**src/rtl/scan_mux_reg.sv**
```systemverilog
`default_nettype none
// ============================================================================
//  Module      : scan_mux_reg
//  Description : Registered N:1 channel multiplexer with manual select and
//                auto-scan modes. In scan mode each channel is held for
//                DWELL cycles before advancing. Outputs the selected data,
//                the channel index, a channel-change pulse and a scan-wrap
//                pulse.
//                Optional macro MUX_CH_MASK_EN adds a per-channel enable mask
//                (ch_mask); disabled channels are skipped by the scan and
//                read as zero in manual mode.
//  Revision    : 1.0 - initial release
// ============================================================================
module scan_mux_reg #(
    parameter int N_CH  = 4,
    parameter int W     = 1,
    parameter int DWELL = 4,
    localparam int SW   = (N_CH > 1) ? $clog2(N_CH) : 1
) (
    input  logic              clk,
    input  logic              reset,
    input  logic              mode,
    input  logic [SW-1:0]     sel,
    input  logic [N_CH*W-1:0] data_in,
`ifdef MUX_CH_MASK_EN
    input  logic [N_CH-1:0]   ch_mask,
`endif
    output logic [W-1:0]      y,
    output logic [SW-1:0]     ch,
    output logic              step,
    output logic              wrap
);

    localparam int c_NCH_P2 = 2 ** SW;
    localparam int c_DW     = (DWELL > 1) ? $clog2(DWELL) : 1;
    localparam logic [c_DW-1:0] c_DWELL_LAST = c_DW'(DWELL - 1);
    localparam logic [c_DW-1:0] c_DWELL_ONE  = c_DW'(1);

    localparam logic [0:0] c_ST_MANUAL = 1'b0;
    localparam logic [0:0] c_ST_SCAN   = 1'b1;

    logic [0:0]      r_state;
    logic [SW-1:0]   r_ch;
    logic [c_DW-1:0] r_dwell;
    logic [W-1:0]    r_y;
    logic            r_step;
    logic            r_wrap;

    logic [N_CH-1:0]     w_en;
    logic [c_NCH_P2-1:0] w_en_ext;
    logic                w_any_en;
    logic [W-1:0]        w_chan [c_NCH_P2];

    logic [0:0]      w_state_next;
    logic [SW-1:0]   w_ch_next;
    logic [c_DW-1:0] w_dwell_next;
    logic            w_y_en;
    logic [W-1:0]    w_y_next;
    logic            w_wrap_next;
    logic [SW-1:0]   w_scan_ch;
    logic [SW-1:0]   w_low_ch;
    logic            w_low_found;

`ifdef MUX_CH_MASK_EN
    assign w_en = ch_mask;
`else
    assign w_en = '1;
`endif

    // Pad the enable vector and channel array to a power of two so any
    // SW-bit index lands on a defined (disabled, zero) entry.
    assign w_en_ext = c_NCH_P2'(w_en);
    assign w_any_en = |w_en;

    for (genvar i = 0; i < c_NCH_P2; i++) begin : g_chan
        if (i < N_CH) begin : g_real
            assign w_chan[i] = data_in[i*W +: W];
        end else begin : g_pad
            assign w_chan[i] = '0;
        end
    end

    // Next-state, next-channel and dwell decisions for both modes.
    always_comb begin
        w_state_next = r_state;
        w_ch_next    = r_ch;
        w_dwell_next = r_dwell;
        w_y_en       = 1'b0;
        w_wrap_next  = 1'b0;

        // Next enabled channel after r_ch, searching with wrap-around;
        // scanning downwards leaves the nearest one selected.
        w_scan_ch = r_ch;
        for (int k = N_CH; k >= 1; k--) begin
            if (w_en_ext[SW'((int'(r_ch) + k) % N_CH)]) begin
                w_scan_ch = SW'((int'(r_ch) + k) % N_CH);
            end
        end

        // Lowest enabled channel, used as the scan entry point.
        w_low_ch    = '0;
        w_low_found = 1'b0;
        for (int k = N_CH - 1; k >= 0; k--) begin
            if (w_en_ext[SW'(k)]) begin
                w_low_ch    = SW'(k);
                w_low_found = 1'b1;
            end
        end

        if (mode) begin
            w_state_next = c_ST_SCAN;
            if (r_state == c_ST_MANUAL) begin
                w_dwell_next = '0;
                if (w_low_found) begin
                    w_ch_next = w_low_ch;
                    w_y_en    = 1'b1;
                end
            end else if (!w_any_en) begin
                // Nothing to scan: park on the current index with y at zero.
                w_dwell_next = '0;
            end else if (r_dwell == c_DWELL_LAST) begin
                w_dwell_next = '0;
                w_ch_next    = w_scan_ch;
                w_wrap_next  = (w_scan_ch < r_ch);
                w_y_en       = 1'b1;
            end else begin
                w_dwell_next = r_dwell + c_DWELL_ONE;
                w_y_en       = w_en_ext[r_ch];
            end
        end else begin
            // Mode change wins over a coincident dwell expiry.
            w_state_next = c_ST_MANUAL;
            w_dwell_next = '0;
            if ((int'(sel) < N_CH) && w_en_ext[sel]) begin
                w_ch_next = sel;
                w_y_en    = 1'b1;
            end
        end

        w_y_next = w_y_en ? w_chan[w_ch_next] : '0;
    end

    // State and output registers; y always reflects the channel loaded here.
    always_ff @(posedge clk) begin
        if (reset) begin
            r_state <= c_ST_MANUAL;
            r_ch    <= '0;
            r_dwell <= '0;
            r_y     <= '0;
            r_step  <= 1'b0;
            r_wrap  <= 1'b0;
        end else begin
            r_state <= w_state_next;
            r_ch    <= w_ch_next;
            r_dwell <= w_dwell_next;
            r_y     <= w_y_next;
            r_step  <= (w_ch_next != r_ch);
            r_wrap  <= w_wrap_next;
        end
    end

    assign y    = r_y;
    assign ch   = r_ch;
    assign step = r_step;
    assign wrap = r_wrap;

endmodule
`default_nettype wire
```
**config.mk**
```make
export PLATFORM = sky130hd
export DESIGN_NAME = scan_mux_reg
export DESIGN_NICKNAME = d
export VERILOG_FILES = /design/src/rtl/scan_mux_reg.sv
export SDC_FILE = /design/constraint.sdc
export NUM_CORES = 1
export LEC_CHECK = 0
export BUFFER_PORTS_ARGS = -buffer_cell sky130_fd_sc_hd__buf_2
export CAP_MARGIN = 30
export CORE_AREA = 5 5 42 44
export DETAILED_ROUTE_END_ITERATION = 7
export DIE_AREA = 0 0 47 49
export GPL_TIMING_DRIVEN = 1
export PLACE_DENSITY = 0.49
export SETUP_SLACK_MARGIN = 0.05
export SLEW_MARGIN = 10
export SYNTH_ARGS = -nofsm -noshare
export SYNTH_HDL_FRONTEND = slang
export SYNTH_SLANG_ARGS = --single-unit
```
**constraint.sdc**
```tcl
create_clock -name clk -period 1.9 [get_ports clk]
set_input_delay 0.38 -clock clk [delete_from_list [all_inputs] [get_ports clk]]
set_output_delay 0.38 -clock clk [all_outputs]
set_load 0.01 [all_outputs]
```
---- Word level (Yosys, flattened, before mapping) ----
Index checks and enable logic that the tools add are counted.
Widths: inputs -> output; s select.
storage, ports and cells
  flip-flop bits (word level) ............. 8
  input port bits ......................... 9
  logic and storage cells ................. 61
cells by class
  add/sub/neg operators ................... 5
  reductions and logical operators ........ 3
  mux-type cells .......................... 32
  equal/unequal tests ..................... 2
  $lt $le $gt $ge ......................... 8
  bitwise logic cells ..................... 5
operator list
  kind                 count
  $mux 1               17
  $lt 2x4->1 const B   4
  $mux 2               8
  $bmux 1 s2           7
  $reduce_or 4->1      2
  $add 2x1->2 const B  3
  $lt 2x3->1 const B   2
  $add 2x2->2 const B  2
  $not 1->1            4
  $ge 3x3->1 const B   1
  $not 2->3            1
  $eq 2x2->1 const B   1
  $lt 2x2->1           1
  $ne 2x2->1           1
  $reduce_or 2->1      1

---- Logic depth before layout (Yosys ltp) ----
Gate-level depths: netlist of the first run.
  word-level depth ........................ 15
  depth in mapped cells ................... 5

---- Worst setup path before layout of the first run ----
No wires, ideal clock.
  path kind ............................... reg2reg
  start ................................... register r_ch[0], in the netlist ch[0]
  end ..................................... register r_y, in the netlist y
  required time ........................... 1783 ps
  cell stages (with the launch flop) ...... 6
  slack ................................... 323 ps
  buffers on the path ..................... 0
  data arrival time ....................... 1460 ps
  cells stage by stage .................... dfxtp_1 > ha_1 > mux2i_1 > o22ai_2 > mux2_4 > a22o_1
between the ends
  word-level cells in the longest chain between the ends .. 15
RTL lines
  element                                    line    text
  start: declaration                         43      logic [SW-1:0] r_ch;
  start signal: assignment                   154     r_ch <= w_ch_next;
  $add 2x1->2                                95, 96
  $bmux 1 s2                                 95      if (w_en_ext[SW'((int'(r_ch) + k) % N_CH)]) begin
  $mux 1 (implied by the code) (2 in a row)  95
  $mux 2 (4 in a row)                        95
  $mux 2                                     121     end else if (r_dwell == c_DWELL_LAST) begin
  $mux 2                                     112     if (r_state == c_ST_MANUAL) begin
  $mux 2                                     110     if (mode) begin
  $not 2->3 (implied by the code)            140     w_y_next = w_y_en ? w_chan[w_ch_next] : '0;
  $bmux 1 s2                                 140
  $mux 1 (implied by the code) (2 in a row)  140
  end signal: assignment                     156     r_y <= w_y_next;
  end: declaration                           45      logic [W-1:0] r_y;
Parallel ways exist; a longest one is shown, timed or not. The select of a mux whose other input is x is not followed.
A chain may end at the register's enable or synchronous reset.

---- Final worst setup path of the first run ----
Same ends and word-level chain as after synthesis.

==> results of run 1 <==
==> through the flow <==
step	utilization	power, mW	area, um^2	setup slack (ns)	cells
after floorplan	-	0.209	352	0.323	33
after global placement	0.312	0.228	437	0.272	62
after detailed placement	0.312	0.228	437	0.239	62
after CTS	0.328	0.364	459	0.220	65
after global routing	0.328	0.377	459	0.153	65
final	0.328	0.353	459	0.248	65
==> state kept, by name, indices dropped and copies added (netlist names) <==
register / flops
ch: 2
wrap: 1
r_state: 1
r_dwell: 2
y: 1
step: 1
==> layout by cell type (no fill, tap or decap), drive strengths merged <==
cell type   n
a21oi       1
a22o        1
and2b       1
buf        13
clkbuf      3
dfxtp       8
ha          3
inv         2
mux2        2
mux2i       1
nand2       3
nor2        2
nor2b       2
nor3        1
nor3b       1
o22ai       2
xnor2       3
==> final timing paths <==
kind	start	to	slack, ns	depth (start not counted)
setup / recovery	ch[0]$_SDFF_PP0_	y$_SDFF_PP0_	0.25	5
hold / removal	reset	ch[1]$_SDFF_PP0_	0.34	2
setup reg to reg	ch[0]$_SDFF_PP0_	y$_SDFF_PP0_	0.25	5
hold reg to reg	r_dwell[0]$_SDFF_PP0_	r_dwell[0]$_SDFF_PP0_	0.47	1
==> kinds of logic (layout without fill, tap and decap cells) <==
logic type	Yosys count	count (layout)
muxes	3	3
and+or+nand+nor	10	10
DFF	8	8
xor gates and xnor gates	3	3
AOI/OAI and AO/OA	4	4
adders and majority gates	3	3
buffers and inverters	2	18
==> per-layer routing <==
| metal | routed length [um] | up-vias |
|---|---|---|
| li1 | - | 143 |
| met1 | 297 | 112 |
| met2 | 266 | 13 |
| met3 | 86 | 2 |
| met4 | 15 | 0 |
| met5 | 0 | - |
==> where the power goes <==
part           switching [mW]  internal [mW]
Sequential            0.00473          0.176
Combinational          0.0192         0.0245
Clock                  0.0566         0.0722
Total                  0.0805          0.272
==> area by class of cell <==
type	count	area, um^2	area share
Timing Repair Buffer	13	65.1	0.142
Sequential cell	8	160	0.349
Multi-Input combinational cell	23	184	0.401
Clock buffer	3	22.5	0.0490
Tap cell	16	20.0	0.0436
Inverter	2	7.51	0.0163
==> results.sh, run 1 <==
export IMPL_area_delta_synth_final_pct=30.6
export IMPL_routedWlPerCell_um=10.2
export IMPL_synth_top_family_by_area="simple AND/OR/NAND/NOR gates"
export IMPL_tritoncts="done"
export IMPL_worst_path_max_delay_cell="dfxtp_1"
export IMPL_max_cap_violations=0
export IMPL_synth_async_reset_ratio=0
export IMPL_drt_iter0_drc=1
export IMPL_period_needed_ns=1.65
export IMPL_drtPass1Iterations=2
export IMPL_dieArea_um2=2300
export IMPL_met1_usage=0.0817
export IMPL_fp_dieW_um=47
export IMPL_ir_drop_uv=281
export IMPL_via_count=270
export IMPL_final_fill_count=170
export IMPL_outcome="complete, no violations"
export IMPL_finClkSkew_ns=0.00533
export IMPL_tightest_slew_ns=0.311
export IMPL_synth_top_area_share=0.456
export IMPL_synthXorXnorAreaFrac=0.0747
export IMPL_cpPeakStageDelay_ns=0.42
export IMPL_grt_max_degree=6
export IMPL_top_usage_layer="met2"
export IMPL_yosys_register_bits=8
export IMPL_die_h_um=49
export IMPL_synth_enable_flop_cells=0
export IMPL_synth_adder_area_share=0.107
export IMPL_diodes=0
export IMPL_pin_count=14
export IMPL_rows=14
export IMPL_nNetsFinal=63
export IMPL_totalWireLength_um=665
export IMPL_cts_hold_buf=0
export IMPL_grt_pass1_vias=271
export IMPL_clk_pin_slew_ns=0.06
export IMPL_post_cts_resized=0
export IMPL_cts_root_buffer="clkbuf_4"
export IMPL_slew_headroom=0.792
export IMPL_synth_flop_cell="dfxtp_1"
export IMPL_crit_buf_inv=0
export IMPL_track_usage=0.0755
export IMPL_pwr_density_cell_nw_per_um2=768
export IMPL_synth_compound_area_frac=0.0925
export IMPL_setup_viol=0
export IMPL_synth_distinct_cells=17
export IMPL_ant_nets=0
export IMPL_clock_sinks=8
export IMPL_clock_latency_ns=0.25
export IMPL_worst_path_max_fanout=4
export IMPL_leakagePower_nw=0.222
export IMPL_antenna_found_initial=0
export IMPL_timing_worst_setup_path_type="register to register"
export IMPL_crit_path_start_kind="register"
export IMPL_gp_congestion=0.689
export IMPL_grt_util_met2=0.0995
export IMPL_yosysWarnings=0
export IMPL_viasPerCell=4.15
export IMPL_synth_cells=33
export IMPL_crit_chain="ha_1, mux2i_1, o22ai_2, mux2_4, a22o_1"
export IMPL_synthSimpleGateAreaFrac=0.146
export IMPL_syn_num_nets=45
export IMPL_finalSetupTns_ns=0
export IMPL_endpoint_kind="register"
export IMPL_cts_made_buffers=3
export IMPL_worstPathArrival_ns=1.79
export IMPL_core_um2=1400
export IMPL_ys_seq_area_frac=0.456
export IMPL_synth_avg_cell_area_um2=10.7
export IMPL_synth_top_cells_by_count="dfxtp_1, ha_1, nand2_1, xnor2_1"
export IMPL_hpwl_um=545
export IMPL_drv_slew=0
export IMPL_grt_pass1_wl_um=1130
export IMPL_synth_most_common_cell="dfxtp_1"
export IMPL_hold_path_class="input port to register"
export IMPL_numPortBuffers=13
export IMPL_cts_max_path_buffers=2
export IMPL_post_route_period_util=0.869
export IMPL_grtUsageMet3=0.0517
export IMPL_drc=0
export IMPL_synthesis_area_um2=352
export IMPL_postCtsSetupBuffers=0
export IMPL_cp_top_family="multiplexers"
export IMPL_initial_core_util=0.251
export IMPL_synthMuxAreaShare=0.103
export IMPL_ys_top_cells_by_area="dfxtp_1, ha_1, xnor2_1"
export IMPL_rsz0062_at_grt="no"
export IMPL_hold_viol_final=0
export IMPL_cp_required_ns=2.04
export IMPL_drive_gt1_frac=0.388
export IMPL_fmax_mhz=605
export IMPL_cts_max_level=1
export IMPL_hold_ws_ns=0.345
export IMPL_synth_largest_area_cell="dfxtp_1"
export IMPL_gr_total_overflow=0
No activity file was read; power rests on OpenSTA's default activity.
==> inputs of run 2 (changes only) <==
--- a/config.mk
+++ b/config.mk
@@ -12,6 +12,7 @@
 export DIE_AREA = 0 0 47 49
 export GPL_TIMING_DRIVEN = 1
 export PLACE_DENSITY = 0.49
+export RECOVER_POWER = 100
 export SETUP_SLACK_MARGIN = 0.05
 export SLEW_MARGIN = 10
 export SYNTH_ARGS = -nofsm -noshare
==> constraint.sdc (replaced) <==
create_clock -name clk -period 1.55 [get_ports clk]
set_input_delay 0.31 -clock clk [delete_from_list [all_inputs] [get_ports clk]]
set_output_delay 0.31 -clock clk [all_outputs]
set_load 0.01 [all_outputs]
==> run 2 against run 1 <==
  * Routed wire length up 6.8%
  * Setup slack worse by 0.19 ns
  * Utilization up 4.3 points
  * Hold slack worse by 0.078 ns
  * Critical endpoint unchanged
  * Largest cell class unchanged
==> results.sh, run 2 (synthesized netlist as in run 1, its figures left out) <==
export IMPL_cts_hold_buf=0
export IMPL_period_needed_ns=1.50
export IMPL_dp_cells=64
export IMPL_gr_total_overflow=0
export IMPL_tightest_slew_ns=0.307
export IMPL_r2r_slack_ns=0.05
export IMPL_max_cap_violations=0
export IMPL_outcome="complete, no violations"
export IMPL_leakagePower_nw=0.227
export IMPL_crit_path_start_kind="register"
export IMPL_fin_util=0.371
export IMPL_antenna_found_initial=0
export IMPL_grt_pass1_wl_um=1150
export IMPL_drt_iter0_drc=0
export IMPL_worstPathArrival_ns=1.65
export IMPL_routedWlPerCell_um=10.3
export IMPL_gp_congestion=0.704
export IMPL_dpl_worst_slack_ns=-0.0198
export IMPL_cp_required_ns=1.70
export IMPL_area_delta_synth_final_pct=47.7
export IMPL_slew_headroom=0.795
export IMPL_tritoncts="done"
export IMPL_final_cell_mix="buf_2, dfxtp_1, clkbuf_1"
export IMPL_endpoint_kind="register"
export IMPL_cts_root_buffer="clkbuf_4"
export IMPL_drtPass1Iterations=1
export IMPL_ant_nets=0
export IMPL_setup_worst_path_start="ch[0]$_SDFF_PP0_"
export IMPL_pwr_density_cell_nw_per_um2=874
export IMPL_worst_path_max_fanout=3
export IMPL_clk_pin_slew_ns=0.06
export IMPL_initial_core_util=0.251
export IMPL_cts_max_path_buffers=2
export IMPL_final_fill_count=156
export IMPL_setup_viol=0
export IMPL_rsz0062_at_grt="yes"
export IMPL_r2r_end="y$_SDFF_PP0_"
export IMPL_drv_slew=0
export IMPL_hpwl_um=566
export IMPL_viasPerCell=4.23
export IMPL_track_usage=0.0741
export IMPL_hold_viol_final=0
export IMPL_totalWireLength_um=710
export IMPL_drive_gt1_frac=0.453
export IMPL_core_um2=1400
export IMPL_grt_pass1_vias=287
export IMPL_drc=0
export IMPL_post_route_period_util=0.965
export IMPL_layout_commonest_cell="buf_2"
export IMPL_finClkSkew_ns=0.00976
export IMPL_dieArea_um2=2300
export IMPL_cts_max_level=1
export IMPL_cts_made_buffers=3
export IMPL_nNetsFinal=66
export IMPL_die_h_um=49
export IMPL_hold_path_class="input port to register"
export IMPL_rows=14
export IMPL_setup_ws_ns=0.0542
export IMPL_timing_worst_setup_path_type="register to register"
export IMPL_fmax_mhz=669
export IMPL_via_count=292
export IMPL_diodes=0
export IMPL_clock_sinks=8
export IMPL_power_mw=0.454
export IMPL_numPortBuffers=13
export IMPL_final_cells=69
export IMPL_pin_count=14
export IMPL_fp_dieW_um=47
export IMPL_rr_worst_depth=5
export IMPL_grt_max_degree=6
export IMPL_timing_rr_start="ch[0]$_SDFF_PP0_"
export IMPL_endpoint="y$_SDFF_PP0_"
export IMPL_clock_latency_ns=0.26
export IMPL_ir_drop_uv=373
[run 2: critical path, stage by stage (launching register included)]
cell	delay [ns]
dfxtp_4	0.35
ha_4	0.23
mux2i_2	0.18
o22ai_2	0.13
mux2_4	0.31
a22o_1	0.20
[run 2: final cells by class]
class                           instances  area [um^2]  share of cell area
Timing Repair Buffer                   16         82.6               0.159
Inverter                                2         7.51              0.0145
Sequential cell                         8          166               0.320
Tap cell                               16         20.0              0.0386
Clock buffer                            4         26.3              0.0506
Multi-Input combinational cell         23          216               0.417
[run 2: how the worst min path moves through the flow]
stage,from,to,slack (ns),cells after the start
after detailed placement,r_dwell[0]$_SDFF_PP0_,r_dwell[0]$_SDFF_PP0_,0.47,1
final,reset,step$_SDFF_PP0_,0.27,2
after floorplan,reset,ch[1]$_SDFF_PP0_,0.37,1
after global routing,reset,step$_SDFF_PP0_,0.28,2
after global placement,r_dwell[0]$_SDFF_PP0_,r_dwell[0]$_SDFF_PP0_,0.45,1
after CTS,reset,step$_SDFF_PP0_,0.26,2
[run 2: metrics by stage]
step	hold WS [ns]	instance area (um^2)	TNS, ns
after floorplan	0.374	369	0
after global placement	0.449	469	0
after detailed placement	0.467	469	-0.0198
after CTS	0.259	524	0
after global routing	0.278	519	0
final	0.267	519	0
[run 2: where the power goes]
group          switching, mW  internal (mW)
logic                 0.0272         0.0363
registers            0.00472          0.214
clock network         0.0724         0.0986
total                  0.104          0.349
[run 2: timing repair]
item | in CTS | in global routing
pin swaps | 1 | 0
gates resized for setup | 5 | 1
buffers inserted | 1 | 0
endpoints found under the setup margin | 1 | 1
[run 2: metal layers]
metal | global-route usage | up-vias | share of wire
li1 | - | 152 | -
met1 | 0.0752 | 126 | 0.42
met2 | 0.111 | 12 | 0.47
met3 | 0.0480 | 2 | 0.097
met4 | 0.0415 | 0 | 0.014
met5 | 0 | - | 0
